==> config.mk <==
export PLATFORM = sky130hd
export DESIGN_NAME = breakout_game_ctrl
export DESIGN_NICKNAME = d
export VERILOG_FILES = /design/src/rtl/game_pkg.sv /design/src/rtl/breakout_game_ctrl_btn_debounce.sv /design/src/rtl/breakout_game_ctrl.sv
export SDC_FILE = /design/constraint.sdc
export NUM_CORES = 1
export LEC_CHECK = 0
export ABC_AREA = 0
export BUFFER_PORTS_ARGS = -buffer_cell sky130_fd_sc_hd__buf_2
export CAP_MARGIN = 20
export CORE_UTILIZATION = 32
export CTS_BUF_LIST = sky130_fd_sc_hd__clkbuf_8
export DETAILED_ROUTE_END_ITERATION = 16
export GPL_TIMING_DRIVEN = 1
export HOLD_SLACK_MARGIN = 0.02
export SETUP_SLACK_MARGIN = 0.15
export SYNTH_ARGS = -nofsm -noshare
export SYNTH_HDL_FRONTEND = slang
export SYNTH_SLANG_ARGS = --single-unit
==> constraint.sdc <==
create_clock -name vga_clk -period 2.5 [get_ports vga_clk]
set_input_delay 0.25 -clock vga_clk [delete_from_list [all_inputs] [get_ports vga_clk]]
set_output_delay 0.25 -clock vga_clk [all_outputs]
set_load 0.005 [all_outputs]
==> src/rtl/game_pkg.sv <==
// Shared encodings and helpers for the breakout game sequencer.
// The visible game_state code collapses the internal SERVE state into PLAY.
package game_pkg;

    localparam int N_BRICKS = 50;
    localparam int SCORE_W  = 16;
    localparam int POP_W    = 6;
    localparam int SUM_W    = 23;

    typedef enum logic [1:0] {
        GS_IDLE = 2'b00,
        GS_PLAY = 2'b01,
        GS_WIN  = 2'b10,
        GS_END  = 2'b11
    } game_state_t;

    typedef enum logic [2:0] {
        ST_IDLE,
        ST_SERVE,
        ST_PLAY,
        ST_WIN,
        ST_END
    } ctrl_state_t;

    function automatic logic [POP_W-1:0] popcount(input logic [N_BRICKS-1:0] vec);
        logic [POP_W-1:0] cnt;
        cnt = '0;
        for (int i = 0; i < N_BRICKS; i++) begin
            cnt = cnt + POP_W'(vec[i]);
        end
        return cnt;
    endfunction

endpackage

==> src/rtl/breakout_game_ctrl_btn_debounce.sv <==
// Start button conditioner: 2-FF synchronizer, stable-count debounce and a
// single press pulse on the debounced falling edge (button is active-low).
module btn_debounce #(
    parameter int DEB_CYCLES = 500_000
) (
    input  logic vga_clk,
    input  logic sys_rst_n,
    input  logic btn_n,
    output logic press
);

    localparam int CNT_W = (DEB_CYCLES > 1) ? $clog2(DEB_CYCLES + 1) : 1;

    logic [1:0]       sync_reg;
    logic             stable_reg;
    logic             stable_d_reg;
    logic [CNT_W-1:0] cnt_reg;
    logic             press_reg;

    always_ff @(posedge vga_clk or negedge sys_rst_n) begin
        if (!sys_rst_n) begin
            sync_reg     <= 2'b11;
            stable_reg   <= 1'b1;
            stable_d_reg <= 1'b1;
            cnt_reg      <= '0;
            press_reg    <= 1'b0;
        end else begin
            sync_reg     <= {sync_reg[0], btn_n};
            stable_d_reg <= stable_reg;
            press_reg    <= stable_d_reg & ~stable_reg;
            // Any bounce back to the accepted level restarts the stability window.
            if (sync_reg[1] == stable_reg) begin
                cnt_reg <= '0;
            end else if (cnt_reg == CNT_W'(DEB_CYCLES - 1)) begin
                stable_reg <= sync_reg[1];
                cnt_reg    <= '0;
            end else begin
                cnt_reg <= cnt_reg + 1'b1;
            end
        end
    end

    assign press = press_reg;

endmodule

==> src/rtl/breakout_game_ctrl.sv <==
// Breakout game sequencer: IDLE/SERVE/PLAY/WIN/END FSM, lives, serve delay and
// saturating score. Optional macro GAME_AUTO_RESTART_EN adds a timed WIN/END exit.
module breakout_game_ctrl
    import game_pkg::*;
#(
    parameter int DEB_CYCLES     = 500_000,
    parameter int SERVE_FRAMES   = 60,
    parameter int LIVES_INIT     = 3,
    parameter int LIVES_W        = 2,
    parameter int POINTS_PER_BRK = 10,
    parameter int RESTART_FRAMES = 180
) (
    input  logic                vga_clk,
    input  logic                sys_rst_n,
    input  logic                btn_start_n,
    input  logic                frame_tick,
    input  logic                ball_lost,
    input  logic                win_sig,
    input  logic [N_BRICKS-1:0] brick_collision,
    output logic [1:0]          game_state,
    output logic                game_reset,
    output logic                ball_launch,
    output logic [SCORE_W-1:0]  score,
    output logic [LIVES_W-1:0]  lives
);

    localparam int SERVE_W = (SERVE_FRAMES > 1) ? $clog2(SERVE_FRAMES) : 1;

    logic press;

    btn_debounce #(
        .DEB_CYCLES (DEB_CYCLES)
    ) u_btn_debounce (
        .vga_clk   (vga_clk),
        .sys_rst_n (sys_rst_n),
        .btn_n     (btn_start_n),
        .press     (press)
    );

    ctrl_state_t        state_reg;
    game_state_t        game_state_reg;
    logic               game_reset_reg;
    logic               ball_launch_reg;
    logic [SCORE_W-1:0] score_reg;
    logic [LIVES_W-1:0] lives_reg;
    logic [SERVE_W-1:0] serve_cnt_reg;

`ifdef GAME_AUTO_RESTART_EN
    localparam int RESTART_W = (RESTART_FRAMES > 1) ? $clog2(RESTART_FRAMES) : 1;
    logic [RESTART_W-1:0] restart_cnt_reg;
`endif

    logic [POP_W-1:0]   hit_cnt;
    logic [SUM_W-1:0]   score_sum;
    logic [SCORE_W-1:0] score_next;

    assign hit_cnt    = popcount(brick_collision);
    assign score_sum  = SUM_W'(score_reg) + SUM_W'(hit_cnt) * SUM_W'(POINTS_PER_BRK);
    assign score_next = (score_sum > SUM_W'(16'hFFFF)) ? 16'hFFFF : score_sum[SCORE_W-1:0];

    always_ff @(posedge vga_clk or negedge sys_rst_n) begin
        if (!sys_rst_n) begin
            state_reg       <= ST_IDLE;
            game_state_reg  <= GS_IDLE;
            game_reset_reg  <= 1'b0;
            ball_launch_reg <= 1'b0;
            score_reg       <= '0;
            lives_reg       <= LIVES_W'(LIVES_INIT);
            serve_cnt_reg   <= '0;
`ifdef GAME_AUTO_RESTART_EN
            restart_cnt_reg <= '0;
`endif
        end else begin
            game_reset_reg  <= 1'b0;
            ball_launch_reg <= 1'b0;
            case (state_reg)
                ST_IDLE: begin
                    if (press) begin
                        state_reg      <= ST_SERVE;
                        game_state_reg <= GS_PLAY;
                        game_reset_reg <= 1'b1;
                        score_reg      <= '0;
                        lives_reg      <= LIVES_W'(LIVES_INIT);
                        serve_cnt_reg  <= '0;
                    end
                end
                ST_SERVE: begin
                    // A tick right after game_reset is skipped so the two pulses never abut.
                    if (frame_tick && !game_reset_reg) begin
                        if (serve_cnt_reg == SERVE_W'(SERVE_FRAMES - 1)) begin
                            state_reg       <= ST_PLAY;
                            ball_launch_reg <= 1'b1;
                            serve_cnt_reg   <= '0;
                        end else begin
                            serve_cnt_reg <= serve_cnt_reg + 1'b1;
                        end
                    end
                end
                ST_PLAY: begin
                    score_reg <= score_next;
                    if (win_sig) begin
                        state_reg      <= ST_WIN;
                        game_state_reg <= GS_WIN;
`ifdef GAME_AUTO_RESTART_EN
                        restart_cnt_reg <= '0;
`endif
                    end else if (ball_lost) begin
                        if (lives_reg == LIVES_W'(1)) begin
                            lives_reg      <= '0;
                            state_reg      <= ST_END;
                            game_state_reg <= GS_END;
`ifdef GAME_AUTO_RESTART_EN
                            restart_cnt_reg <= '0;
`endif
                        end else begin
                            lives_reg     <= lives_reg - 1'b1;
                            serve_cnt_reg <= '0;
                            state_reg     <= ST_SERVE;
                        end
                    end
                end
                ST_WIN, ST_END: begin
                    if (press) begin
                        state_reg      <= ST_IDLE;
                        game_state_reg <= GS_IDLE;
                    end
`ifdef GAME_AUTO_RESTART_EN
                    else if (frame_tick) begin
                        if (restart_cnt_reg == RESTART_W'(RESTART_FRAMES - 1)) begin
                            state_reg      <= ST_IDLE;
                            game_state_reg <= GS_IDLE;
                        end else begin
                            restart_cnt_reg <= restart_cnt_reg + 1'b1;
                        end
                    end
`endif
                end
                default: begin
                    state_reg      <= ST_IDLE;
                    game_state_reg <= GS_IDLE;
                end
            endcase
        end
    end

    assign game_state  = game_state_reg;
    assign game_reset  = game_reset_reg;
    assign ball_launch = ball_launch_reg;
    assign score       = score_reg;
    assign lives       = lives_reg;

endmodule

==> results.tsv <==
metric	value	unit
status	finished, violations left	
violated checks	setup timing	
max reg flops	19	
TritonCTS buffer count	5	
io pins	78	
vias in the first global route	3688	
Commonest cells post-synth	inv_1 (97), dfrtp_1 (49), fa_1 (43)	
GRT Total Usage	0.136	
Area Overhead vs Synth	28.8	%
register area share after synthesis	0.305	
synthesized instance count	482	
YS warnings	0	
Critical Path End Type	register	
routed vias/inst	4.60	
predominant post-synthesis flop cell	dfrtp_1	
Post-synth EDFFs	0	
max-slew violation count	0	
post-route clock period utilization	2.83	
Final ANT Viol Nets	0	
DR iter-0 viols	207	
Critical Path AT	7.32	ns
wire length per cell	11.9	um
Synth cell types	57	
CTS Sinks	55	
# setup viols final	16	
Yosys reg bits	55	
Startpoint Class	input port	
Final GP Congestion	0.841	
Longest Clk Path Bufs	2	
Max Cap Violations	0	
Clock Latency Late Sink	0.32	ns
Remaining DRCs	0	
# diodes	0	
top-count cell post-synth	inv_1	
hpwl dp	7390	um
die height	121	um
Initial Util	0.327	
Synth area leader	dfrtp_1	
CP Class	input port to register	
Req. time, crit path	2.75	ns
I/O Buffers	77	
Final Hold Fails	0	
synthesized area	4540	sq um
Die Span X	121	um
share of layout cells above drive strength 1	0.322	
largest fanout on the critical path	5	
Final Net Count	732	
setup TNS	-71.97	ns
die area	14700	sq um
Slew HR	0.688	
TritonRoute pass-1 iters	4	
CTS tree	done	
H-Tree Depth	2	
RSZ-0062 raised after global routing	yes	
Post-synth ARST share	1.00	
post-route setup slack	-4.57	ns
syn avg cell area	9.42	sq um
pin count of the biggest net entering global routing	56	
wire length of the first global-routing pass	16200	um
initial antenna violation count	0	
fmax	141	MHz
GRT Residual Overflow	0	
syn nets	612	
Reg clk slew, reported paths	0.11	ns
root cell of the clock tree	clkbuf_8	
Setup Skew	0.0156	ns
Tmin final	7.07	ns
actual slew at the worst max-slew pin	0.461	ns
CP most frequent cell	fa_1	
Routed WL	9340	um
slowest stage delay, CP	0.55	ns
crit path max-delay cell type	fa_1	
vias	3601	
Worst Hold Class	input port to register	
area share of the leading cell type in the synthesized netlist	0.270	
Rows	43	
Core ar.	13900	sq um
top cells by area, synth	dfrtp_1 (27%), fa_1 (19%), ha_1 (8.5%)	
## worst max-delay path: cells and delay by family
kind,cells,cell delay [ns]
multiplexers,1,0.35
AO/OA/AOI/OAI,6,1.02
XOR/XNOR,2,0.24
AND/OR/NAND/NOR,3,0.26
buffers and inverters,6,0.38
adder cells (fa/ha/maj),12,4.82
## cell usage in the layout, fill, tap and decap left out, types with 3 or more instances in the layout
| master | Yosys | layout |
|---|---|---|
| a21o_1 | 7 | 7 |
| a21oi_1 | 19 | 11 |
| a21oi_2 | 0 | 7 |
| a31oi_1 | 4 | 4 |
| a32oi_1 | 3 | 3 |
| and3_1 | 8 | 7 |
| and4_1 | 4 | 4 |
| buf_2 | 4 | 76 |
| buf_4 | 0 | 36 |
| buf_6 | 1 | 4 |
| clkbuf_8 | 0 | 6 |
| dfrtp_1 | 49 | 49 |
| dfstp_2 | 6 | 6 |
| fa_1 | 43 | 40 |
| fa_2 | 0 | 3 |
| ha_1 | 31 | 21 |
| ha_4 | 0 | 9 |
| inv_1 | 97 | 92 |
| inv_2 | 4 | 9 |
| mux2_2 | 3 | 3 |
| nand2_1 | 36 | 32 |
| nand2_2 | 0 | 4 |
| nand2b_1 | 9 | 9 |
| nand3_1 | 17 | 16 |
| nand4_1 | 4 | 4 |
| nor2_1 | 35 | 35 |
| nor2b_1 | 5 | 5 |
| nor3_2 | 1 | 4 |
| nor4_1 | 3 | 3 |
| o211ai_1 | 4 | 4 |
| o21ai_0 | 13 | 11 |
| o21ai_2 | 2 | 4 |
| xnor2_1 | 18 | 14 |
| xnor2_2 | 0 | 4 |
| xor2_1 | 11 | 11 |
## path summary, 6_finish.rpt
check                                           start                         end  slack, ns  depth (start not counted)
setup / recovery                  brick_collision[17]                   score[15]      -4.57                         30
hold / removal                                win_sig               game_state[0]       0.31                          3
setup reg to reg                             score[1]                   score[15]       0.21                         10
hold reg to reg            u_btn_debounce.sync_reg[0]  u_btn_debounce.sync_reg[1]       0.36                          0
max in group asynchronous                   sys_rst_n                    lives[0]       1.74                          3
min in group asynchronous                   sys_rst_n            serve_cnt_reg[2]       0.43                          3
## cells by family after synthesis
| kind of cell | synth area share |
|---|---|
| buffers and inverters | 0.0912 |
| flip-flops | 0.305 |
| adder cells (fa/ha/maj) | 0.275 |
| XOR/XNOR | 0.0559 |
| multiplexers | 0.0118 |
| AO/OA/AOI/OAI | 0.102 |
| AND/OR/NAND/NOR | 0.160 |
## stage by stage
stage,hold slack (ns),cell area (sq um),util,cells,worst slack (ns)
final,0.305,5850,0.422,783,-4.57
after global routing,0.309,5850,0.422,783,-4.82
after CTS,0.299,5720,0.412,781,-4.67
after detailed placement,0.269,5430,0.391,765,-5.07
after global placement,0.269,5430,0.391,765,-4.91
after floorplan,-0.0456,4610,-,482,-4.59
## cell type report
class | instances | area [sq um]
Clock inverter | 2 | 20.0
Clock buffer | 6 | 82.6
Multi-Input combinational cell | 320 | 3030
Timing Repair Buffer | 119 | 736
Sequential cell | 55 | 1380
Inverter | 101 | 379
Fill cell | 1377 | 8030
Tap cell | 180 | 225
## routing by layer
layer / wire, um / GRT usage
met5: 0 / 0
met2: 4800 / 0.247
met1: 4160 / 0.170
met4: 76 / 0.0332
met3: 306 / 0.0155
## repair_timing
| action | CTS | global route |
|---|---|---|
| endpoints found under the setup margin | 16 | 16 |
| resized for setup | 20 | 22 |
| hold buffers | 2 | 0 |
| hold endpoints to repair | 50 | 0 |
| pin swaps | 24 | 7 |
| setup buffers | 6 | 2 |
Power is left out: the tool's default activity adds up to more than one toggle a clock period on the data nets, which glitch-free logic cannot reach.
